$ cat src/rtl/sram_ctrl_pkg.sv
// Shared defaults and active-low port encodings for the sky130 1rw SRAM request engine.
package sram_ctrl_pkg;

    localparam int DATA_BIT_DEF  = 32;
    localparam int ADDR_BIT_DEF  = 8;
    localparam int RSP_DEPTH_DEF = 4;

    localparam logic CSB_IDLE = 1'b1;
    localparam logic WEB_READ = 1'b1;

    function automatic int cnt_width(input int depth);
        return $clog2(depth + 1);
    endfunction

endpackage

$ cat src/rtl/sram_rsp_fifo.sv
// Synchronous response FIFO: head is presented combinationally, and pointers wrap modulo RSP_DEPTH.
module sram_rsp_fifo
    import sram_ctrl_pkg::*;
#(
    parameter int DATA_BIT  = DATA_BIT_DEF,
    parameter int RSP_DEPTH = RSP_DEPTH_DEF,
    parameter int CNT_W     = cnt_width(RSP_DEPTH)
) (
    input  logic                clk,
    input  logic                rst_n,
    input  logic                push,
    input  logic [DATA_BIT-1:0] push_data,
    input  logic                pop,
    output logic [DATA_BIT-1:0] head,
    output logic [CNT_W-1:0]    count,
    output logic                empty,
    output logic                full
);

    localparam int PTR_W = (RSP_DEPTH > 1) ? $clog2(RSP_DEPTH) : 1;

    logic [DATA_BIT-1:0] mem_q [RSP_DEPTH];
    logic [PTR_W-1:0]    wr_ptr_q, wr_ptr_d;
    logic [PTR_W-1:0]    rd_ptr_q, rd_ptr_d;
    logic [CNT_W-1:0]    count_q, count_d;
    logic                do_pop;

    function automatic logic [PTR_W-1:0] next_ptr(input logic [PTR_W-1:0] p);
        return (p == PTR_W'(RSP_DEPTH - 1)) ? '0 : p + 1'b1;
    endfunction

    always_comb begin
        do_pop   = pop && (count_q != '0);
        wr_ptr_d = wr_ptr_q;
        rd_ptr_d = rd_ptr_q;
        count_d  = count_q;
        if (push) begin
            wr_ptr_d = next_ptr(wr_ptr_q);
        end
        if (do_pop) begin
            rd_ptr_d = next_ptr(rd_ptr_q);
        end
        case ({push, do_pop})
            2'b10:   count_d = count_q + 1'b1;
            2'b01:   count_d = count_q - 1'b1;
            default: count_d = count_q;
        endcase
    end

    always_ff @(posedge clk or negedge rst_n) begin
        if (!rst_n) begin
            wr_ptr_q <= '0;
            rd_ptr_q <= '0;
            count_q  <= '0;
        end else begin
            wr_ptr_q <= wr_ptr_d;
            rd_ptr_q <= rd_ptr_d;
            count_q  <= count_d;
        end
    end

    // Storage carries no reset; occupancy alone decides what is visible.
    always_ff @(posedge clk) begin
        if (push) begin
            mem_q[wr_ptr_q] <= push_data;
        end
    end

    assign empty = (count_q == '0);
    assign full  = (count_q == CNT_W'(RSP_DEPTH));
    assign count = count_q;
    assign head  = empty ? '0 : mem_q[rd_ptr_q];

endmodule

$ cat src/rtl/sram_sp_initiator.sv
// Request-side engine for the sky130 1rw SRAM macro with a credit-protected read response FIFO.
// Define SRAM_PERF_CNT_EN to add the rd_cnt/wr_cnt accepted-request counters.
module sram_sp_initiator
    import sram_ctrl_pkg::*;
#(
    parameter int DATA_BIT  = DATA_BIT_DEF,
    parameter int ADDR_BIT  = ADDR_BIT_DEF,
    parameter int RSP_DEPTH = RSP_DEPTH_DEF
) (
    input  logic                clk,
    input  logic                rst_n,
    input  logic                req_valid,
    output logic                req_ready,
    input  logic                req_we,
    input  logic [ADDR_BIT-1:0] req_addr,
    input  logic [DATA_BIT-1:0] req_wdata,
    output logic                rsp_valid,
    input  logic                rsp_ready,
    output logic [DATA_BIT-1:0] rsp_rdata,
    output logic                csb0,
    output logic                web0,
    output logic [ADDR_BIT-1:0] addr0,
    output logic [DATA_BIT-1:0] din0,
    input  logic [DATA_BIT-1:0] dout0
`ifdef SRAM_PERF_CNT_EN
    ,
    output logic [31:0]         rd_cnt,
    output logic [31:0]         wr_cnt
`endif
);

    localparam int CNT_W = cnt_width(RSP_DEPTH);
    localparam int SUM_W = CNT_W + 1;

    logic                csb0_q, csb0_d;
    logic                web0_q, web0_d;
    logic [ADDR_BIT-1:0] addr0_q, addr0_d;
    logic [DATA_BIT-1:0] din0_q, din0_d;
    logic                rd_s1_q, rd_s1_d;
    logic                rd_s2_q, rd_s2_d;
    logic                req_ready_q, req_ready_d;

    logic                accept;
    logic                pop;
    logic                push;
    logic [SUM_W-1:0]    inflight_d;
    logic [CNT_W-1:0]    fifo_count;
    logic                fifo_empty;
    logic                fifo_full;

    always_comb begin
        accept  = req_valid && req_ready_q;
        pop     = !fifo_empty && rsp_ready;
        push    = rd_s2_q && (!fifo_full || pop);

        csb0_d  = CSB_IDLE;
        web0_d  = web0_q;
        addr0_d = addr0_q;
        din0_d  = din0_q;
        rd_s1_d = 1'b0;
        if (accept) begin
            csb0_d  = ~CSB_IDLE;
            web0_d  = req_we ? ~WEB_READ : WEB_READ;
            addr0_d = req_addr;
            din0_d  = req_wdata;
            rd_s1_d = ~req_we;
        end
        rd_s2_d = rd_s1_q;

        // Every read in flight or parked in the FIFO holds one credit after this edge.
        inflight_d  = SUM_W'(fifo_count) + SUM_W'(push) - SUM_W'(pop)
                    + SUM_W'(rd_s1_d) + SUM_W'(rd_s2_d);
        req_ready_d = (inflight_d < SUM_W'(RSP_DEPTH));
    end

    always_ff @(posedge clk or negedge rst_n) begin
        if (!rst_n) begin
            csb0_q      <= CSB_IDLE;
            web0_q      <= WEB_READ;
            addr0_q     <= '0;
            din0_q      <= '0;
            rd_s1_q     <= 1'b0;
            rd_s2_q     <= 1'b0;
            req_ready_q <= 1'b1;
        end else begin
            csb0_q      <= csb0_d;
            web0_q      <= web0_d;
            addr0_q     <= addr0_d;
            din0_q      <= din0_d;
            rd_s1_q     <= rd_s1_d;
            rd_s2_q     <= rd_s2_d;
            req_ready_q <= req_ready_d;
        end
    end

    // dout0 is only meaningful in the cycle after the macro sampled a read.
    sram_rsp_fifo #(
        .DATA_BIT  (DATA_BIT),
        .RSP_DEPTH (RSP_DEPTH),
        .CNT_W     (CNT_W)
    ) u_rsp_fifo (
        .clk       (clk),
        .rst_n     (rst_n),
        .push      (push),
        .push_data (dout0),
        .pop       (pop),
        .head      (rsp_rdata),
        .count     (fifo_count),
        .empty     (fifo_empty),
        .full      (fifo_full)
    );

    assign req_ready = req_ready_q;
    assign rsp_valid = !fifo_empty;
    assign csb0      = csb0_q;
    assign web0      = web0_q;
    assign addr0     = addr0_q;
    assign din0      = din0_q;

`ifdef SRAM_PERF_CNT_EN
    logic [31:0] rd_cnt_q, rd_cnt_d;
    logic [31:0] wr_cnt_q, wr_cnt_d;

    always_comb begin
        rd_cnt_d = rd_cnt_q + 32'(accept && !req_we);
        wr_cnt_d = wr_cnt_q + 32'(accept && req_we);
    end

    always_ff @(posedge clk or negedge rst_n) begin
        if (!rst_n) begin
            rd_cnt_q <= '0;
            wr_cnt_q <= '0;
        end else begin
            rd_cnt_q <= rd_cnt_d;
            wr_cnt_q <= wr_cnt_d;
        end
    end

    assign rd_cnt = rd_cnt_q;
    assign wr_cnt = wr_cnt_q;
`endif

endmodule
$ cat config.mk
export PLATFORM = sky130hd
export DESIGN_NAME = sram_sp_initiator
export DESIGN_NICKNAME = d
export VERILOG_FILES = /design/src/rtl/sram_ctrl_pkg.sv /design/src/rtl/sram_rsp_fifo.sv /design/src/rtl/sram_sp_initiator.sv
export SDC_FILE = /design/constraint.sdc
export NUM_CORES = 1
export LEC_CHECK = 0
export BUFFER_PORTS_ARGS = -buffer_cell sky130_fd_sc_hd__buf_2
export CAP_MARGIN = 0
export CORE_AREA = 2 2 158 98
export DETAILED_ROUTE_END_ITERATION = 16
export DIE_AREA = 0 0 160 100
export GPL_ROUTABILITY_DRIVEN = 0
export PLACE_DENSITY = 0.75
export REMOVE_ABC_BUFFERS = 1
export SYNTH_ARGS = -nofsm -noshare
export SYNTH_HDL_FRONTEND = slang
export SYNTH_SLANG_ARGS = --single-unit
export TNS_END_PERCENT = 1
$ cat constraint.sdc
create_clock -name clk -period 5.3 [get_ports clk]
set_input_delay 0.795 -clock clk [delete_from_list [all_inputs] [get_ports clk]]
set_output_delay 0.795 -clock clk [all_outputs]
set_load 0.02 [all_outputs]
**Word-level counts from Yosys, hierarchy flattened**

Memory sizes are Yosys's and may differ from the RTL's.
Cells that the tools add are included.

- Add/sub/neg operators: 8
- Multiply operators: 0
- Div/mod/pow operators: 0
- $lt $le $gt $ge: 1
- Equal/unequal tests: 5
- Shifts and indexed selects: 0
- Muxes and demuxes: 9
- Bitwise logic cells: 1
- Reductions and logical operators: 10

Operators by type and width:

| cell | number |
|---|---|
| $mux W32 | 1 |
| $add A4 B1 Y4 | 2 |
| $eq A2 B2 Y1 const B | 3 |
| $pmux W3 S2 | 1 |
| $mux W1 | 5 |
| $add A2 B1 Y2 const B | 2 |
| $add A3 B1 Y4 | 1 |
| $logic_and A1 B1 Y1 | 4 |
| $lt A4 B3 Y1 const B | 1 |
| $mux W2 | 2 |
| $sub A4 B1 Y4 | 1 |
| $add A3 B1 Y3 const B | 1 |
| $eq A3 B3 Y1 const B | 1 |
| $logic_not A3 Y1 | 1 |
| $reduce_bool A3 Y1 | 1 |
| $sub A3 B1 Y3 const B | 1 |
| $eq A2 B1 Y1 const B | 1 |
| $logic_not A1 Y1 | 2 |
| $reduce_bool A2 Y1 | 1 |
| $logic_or A1 B1 Y1 | 1 |
| $not A1 Y1 | 1 |

- Flip-flop bits (word level): 52
- Latch bits: 0
- Memory bits (writable): 128
- ROM bits: 0
- Output and inout port bits: 76
- Logic and storage cells: 45
- Memories kept: 1

Memory list:

| name | depth | bits a word | rd ports | clocked after memory_dff | wr ports | RTL line | RTL |
|---|---|---|---|---|---|---|---|
| u_rsp_fifo.mem_q | 4 | 32 | 1 | 0 | 1 | sram_rsp_fifo.sv:22 | `logic [DATA_BIT-1:0] mem_q [RSP_DEPTH];` |

**Depth between registers and ports, before layout**

- Word-level depth: 10
- Mapped depth: 12

**Modules after synthesis**

From an unflattened synthesis, not the netlist that was laid out.

- Cells, all modules: 356
- Area total of the unflattened synthesis: 7213.2 um^2

By module, submodules not included:

| module | instances | cells an instance | area an instance (um^2) | sequential area each (um^2) |
|---|---|---|---|---|
| sram_rsp_fifo | 1 | 242 | 5266.3 | 4018.9 |
| sram_sp_initiator | 1 | 114 | 1946.9 | 1129.8 |

**Least setup slack after synthesis**

No wires, ideal clock.

- Kind: input to register
- Start point: input port req_valid
- End point: register req_ready_q, in the netlist req_ready
- Arrival time: 2619 ps
- Slack: 2604 ps
- Stages on the path: 12
- Path buffers: 1
- Cell sequence: nand2_1 > buf_2 > nor2_1 > inv_1 > ha_1 > xnor2_1 > ha_1 > o21bai_1 > ha_1 > a31oi_1 > nand2_1 > o22ai_1

- Word-level cells in the longest chain between the ends: 5

Ends and longest elaborated chain:

| item | RTL line | RTL |
|---|---|---|
| from (decl) | sram_sp_initiator.sv:12 | `input logic req_valid,` |
| $logic_and A1 B1 Y1 | sram_sp_initiator.sv:52 | `accept = req_valid && req_ready_q;` |
| $mux W1 | sram_sp_initiator.sv:61 | `if (accept) begin` |
| via rd_s1_d | sram_sp_initiator.sv:39 | `logic rd_s1_q, rd_s1_d;` |
| $add A4 B1 Y4 (2 in series) | sram_sp_initiator.sv:72 | `+ SUM_W'(rd_s1_d) + SUM_W'(rd_s2_d);` |
| $lt A4 B3 Y1 | sram_sp_initiator.sv:73 | `req_ready_d = (inflight_d < SUM_W'(RSP_DEPTH));` |
| via req_ready_d | sram_sp_initiator.sv:41 | `logic req_ready_q, req_ready_d;` |
| to (signal assigned) | sram_sp_initiator.sv:92 | `req_ready_q <= req_ready_d;` |
| to (decl) | sram_sp_initiator.sv:41 |  |

The timed path passes the listed nets, and every way through them passes these cells.
A chain may end at the register's enable or synchronous reset.

**Worst setup path after layout**

- Start point: register u_rsp_fifo.rd_ptr_q[0]
- End point: output port rsp_rdata[0]

- Word-level cells in the longest chain between the ends: 2

Ends and longest elaborated chain:

| item | RTL line | RTL |
|---|---|---|
| from (decl) | sram_rsp_fifo.sv:24 | `logic [PTR_W-1:0] rd_ptr_q, rd_ptr_d;` |
| from (signal assigned) | sram_rsp_fifo.sv:57 | `rd_ptr_q <= rd_ptr_d;` |
| $mem_v2 Z4 W32 | - |  |
| $mux W32 | sram_rsp_fifo.sv:72 | `assign head = empty ? '0 : mem_q[rd_ptr_q];` |
| to (decl) | sram_sp_initiator.sv:19 | `output logic [DATA_BIT-1:0] rsp_rdata,` |

No other way between the ends.

==> impl_metrics.env <==
export IMPL_outcome="completed"
export IMPL_yosys_warnings=0
export IMPL_netlist_area_mm2=0.007062
export IMPL_drt_total_wl_mm=12.69
export IMPL_finalClockSkew_ps=9.386
export IMPL_floorplan_initialDensity_pct=47.71
export IMPL_drv_cap=0
export IMPL_hold_viol_final=0
export IMPL_row_count=35
export IMPL_hpwl_mm=8.065
export IMPL_cp_end_kind="output pin"
export IMPL_r2r_slack_ps=2470
export IMPL_p_sw_mw=1.687
export IMPL_r2r_start="u_rsp_fifo.count[0]"
export IMPL_period_share_pct=61.27
export IMPL_cts_sinks=180
export IMPL_drive_gt1_share_pct=52.77
export IMPL_clock_latency_ps=420
export IMPL_ys_ff_latch=180
export IMPL_grt_pass1_wl_mm=19.75
export IMPL_swShare_pct=34.58
export IMPL_grt_max_degree=53
export IMPL_hold_depth=0
export IMPL_htree_levels=4
export IMPL_area_delta_synth_final_pct=21.28
export IMPL_r2r_end="req_ready"
export IMPL_crit_required_ps=4510
export IMPL_max_vdd_ir_drop_mv=0.2188
export IMPL_power_leakage_nw=3.352
export IMPL_fin_nets=600
export IMPL_startpoint="u_rsp_fifo.rd_ptr_q[0]"
export IMPL_slowest_stage="dfrtp_2"
export IMPL_pwr_share_comb_pct=35.5
export IMPL_grt_overflow=0
export IMPL_core_area_mm2=0.01480
export IMPL_dp_slack_ps=2209
export IMPL_fin_ws_ps=2053
export IMPL_cts_made_buffers=17
export IMPL_pin_count=153
export IMPL_slew_headroom_pct=38.54
export IMPL_worstHoldEndpoint="rd_s2_q"
export IMPL_drc=0
export IMPL_rsz0062_at_grt="no"
export IMPL_cts_hold_buf=0
export IMPL_die_x_um=160
export IMPL_critPathMaxStageDelay_ps=670
export IMPL_setup_viol=0
export IMPL_path_clk_slew_ps=70
export IMPL_dieArea_mm2=0.01600
export IMPL_wl_per_cell_um=17.45
export IMPL_grt_antenna_before_repair=0
export IMPL_pwr_share_seq_pct=40.3
export IMPL_syn_instance_count=351
export IMPL_die_y_um=100
export IMPL_port_buffers=152
export IMPL_ff2ff_path_depth=10
export IMPL_clockPowerShare_pct=24.2
export IMPL_crit_buf_inv=2
export IMPL_ys_types=26
export IMPL_fin_tns_setup_ps=0
export IMPL_cts_root_buf="clkbuf_16"
export IMPL_arrival_ps=2450
export IMPL_cts_buffer_depth=2
export IMPL_drv_slew=0
export IMPL_first_pass_iters=4
export IMPL_worst_path_max_fanout=22
export IMPL_path_delay_family="flip-flops"
export IMPL_postCtsSetupRepairBufs=0
export IMPL_dpl_cell_count=694
export IMPL_intPower_mw=3.192
export IMPL_fin_cells=727
export IMPL_grt_pass1_vias=3681
export IMPL_powerDensity_mw_per_mm2=569.7
export IMPL_synth_seq_area_share_pct=72.91
export IMPL_cts_tree="done"
export IMPL_period_minus_slack_ps=3247
export IMPL_fmax_ghz=0.3080
export IMPL_worst_pin_slew_ps=921.9
export IMPL_hold_worst_slack_ps=398.3
export IMPL_crit_chain="buf_4 > mux4_2 > and2_1 > buf_2"
export IMPL_drt_iter0_markers=198
export IMPL_path_class="reg2out"
export IMPL_cts_resized=0
export IMPL_num_vias=3619
export IMPL_ant_nets=0
export IMPL_via_per_inst=4.978
export IMPL_avgSynthCellArea_um2=20.12
export IMPL_track_usage_pct=16.22
export IMPL_hp_start="rd_s1_q"
export IMPL_holdCritPathClass="reg2reg"
export IMPL_critPathLaunchType="register"
==> power groups by stage <==
stage	clock, mW	combinational (mW)	sequential [mW]
floorplan	0	0.980	2.19
global placement	0	1.72	1.99
detailed placement	0	1.76	2.00
CTS	1.21	1.77	1.97
global route	1.27	1.87	2.01
finish	1.18	1.73	1.97
==> cell usage in the layout (no fill, tap or decap), types with 2 or more instances in the layout <==
cell type,synthesis,routed
buf_2,7,152
edfxtp_1,128,128
dfrtp_1,49,47
mux2_2,40,40
mux4_2,32,32
and2_1,32,32
clkbuf_16,0,17
ha_1,12,12
inv_1,9,9
inv_6,0,8
nand2_1,5,5
nor2_1,4,4
and2_2,4,4
xnor2_1,4,4
mux2_4,4,4
inv_8,0,3
dfstp_2,3,3
buf_4,0,3
clkinv_2,0,2
dfrtp_2,0,2
==> layout make-up <==
| cell class | instances | area (µm²) |
|---|---|---|
| clock buffer | 17 | 425.4 |
| timing repair buffer | 155 | 783.3 |
| antenna | 1 | 2.502 |
| sequential | 180 | 5151 |
| clock inverter | 15 | 130.1 |
| tap | 203 | 254.0 |
| fill | 1147 | 6237 |
| multi-input combinational | 146 | 1780 |
| inverter | 10 | 37.54 |
==> metrics by stage <==
| step | total power [mW] | instance area, µm² | utilization [%] |
|---|---|---|---|
| final | 4.880 | 8564 | 57.86 |
| after global routing | 5.144 | 8562 | 57.84 |
| after CTS | 4.950 | 8562 | 57.84 |
| after detailed placement | 3.765 | 8006 | 54.09 |
| after global placement | 3.713 | 8006 | 54.09 |
| after floorplan | 3.173 | 6967 | - |
==> layer usage <==
layer	vias to the layer above	global-route usage, %	part of all wire, %
met3	16	3.926	3.8
met5	-	0	0
met1	1859	22.54	46
met2	77	25.21	48
li1	1667	-	-
met4	0	6.514	1.3
==> synth_stat cells <==
cell        n  area share [%]
inv_2       1           0.053
ha_1       12             2.1
edfxtp_1  128              54
xnor2_1     4            0.50
dfstp_2     3             1.1
buf_2       7            0.50
o41a_4      1            0.30
o22ai_1     1           0.089
nand2_1     5            0.27
nor2_1      4            0.21
fa_1        1            0.28
mux2_2     40             6.4
and2_1     32             2.8
inv_1       9            0.48
xor2_1      1            0.12
mux2_4      4            0.85
and2_4      1            0.12
buf_6       4            0.64
or3_4       1            0.16
and2_2      4            0.43
dfrtp_1    49              17
mux2i_1     1            0.14
mux4_2     32              10
o21bai_1    1            0.11
clkbuf_1    4            0.21
a31oi_1     1           0.089
==> worst max path at each step <==
stage                   end  slack, ps  cells past startpoint
4_1_cts        rsp_rdata[0]       1940                      4
3_3_place_gp      req_ready       2300                     13
5_1_grt        rsp_rdata[0]       1840                      4
3_5_place_dp      req_ready       2210                     13
2_1_floorplan     req_ready       1990                     11
6_report       rsp_rdata[0]       2050                      4
==> logic make-up (layout without fill, tap and decap cells) <==
kind of cell	count (synthesis)	count (layout)	share of synthesized area, %
buf+inv	25	197	1.878
mux	77	77	17.58
fa+ha+maj	13	13	2.410
compound gates	4	4	0.5848
simple gates	47	47	4.022
other cells	0	1	0
xor+xnor	5	5	0.6201
flops	180	180	72.91
==> flip-flops by register name, summed over array words and instances (netlist names) <==
| register | cells |
|---|---|
| addr0 | 8 |
| csb0 | 1 |
| din0 | 32 |
| rd_s1_q | 1 |
| rd_s2_q | 1 |
| req_ready | 1 |
| u_rsp_fifo.count | 3 |
| u_rsp_fifo.mem_q | 128 |
| u_rsp_fifo.rd_ptr_q | 2 |
| u_rsp_fifo.wr_ptr_q | 2 |
| web0 | 1 |
Note: power is estimated with default switching activity, not from simulation.
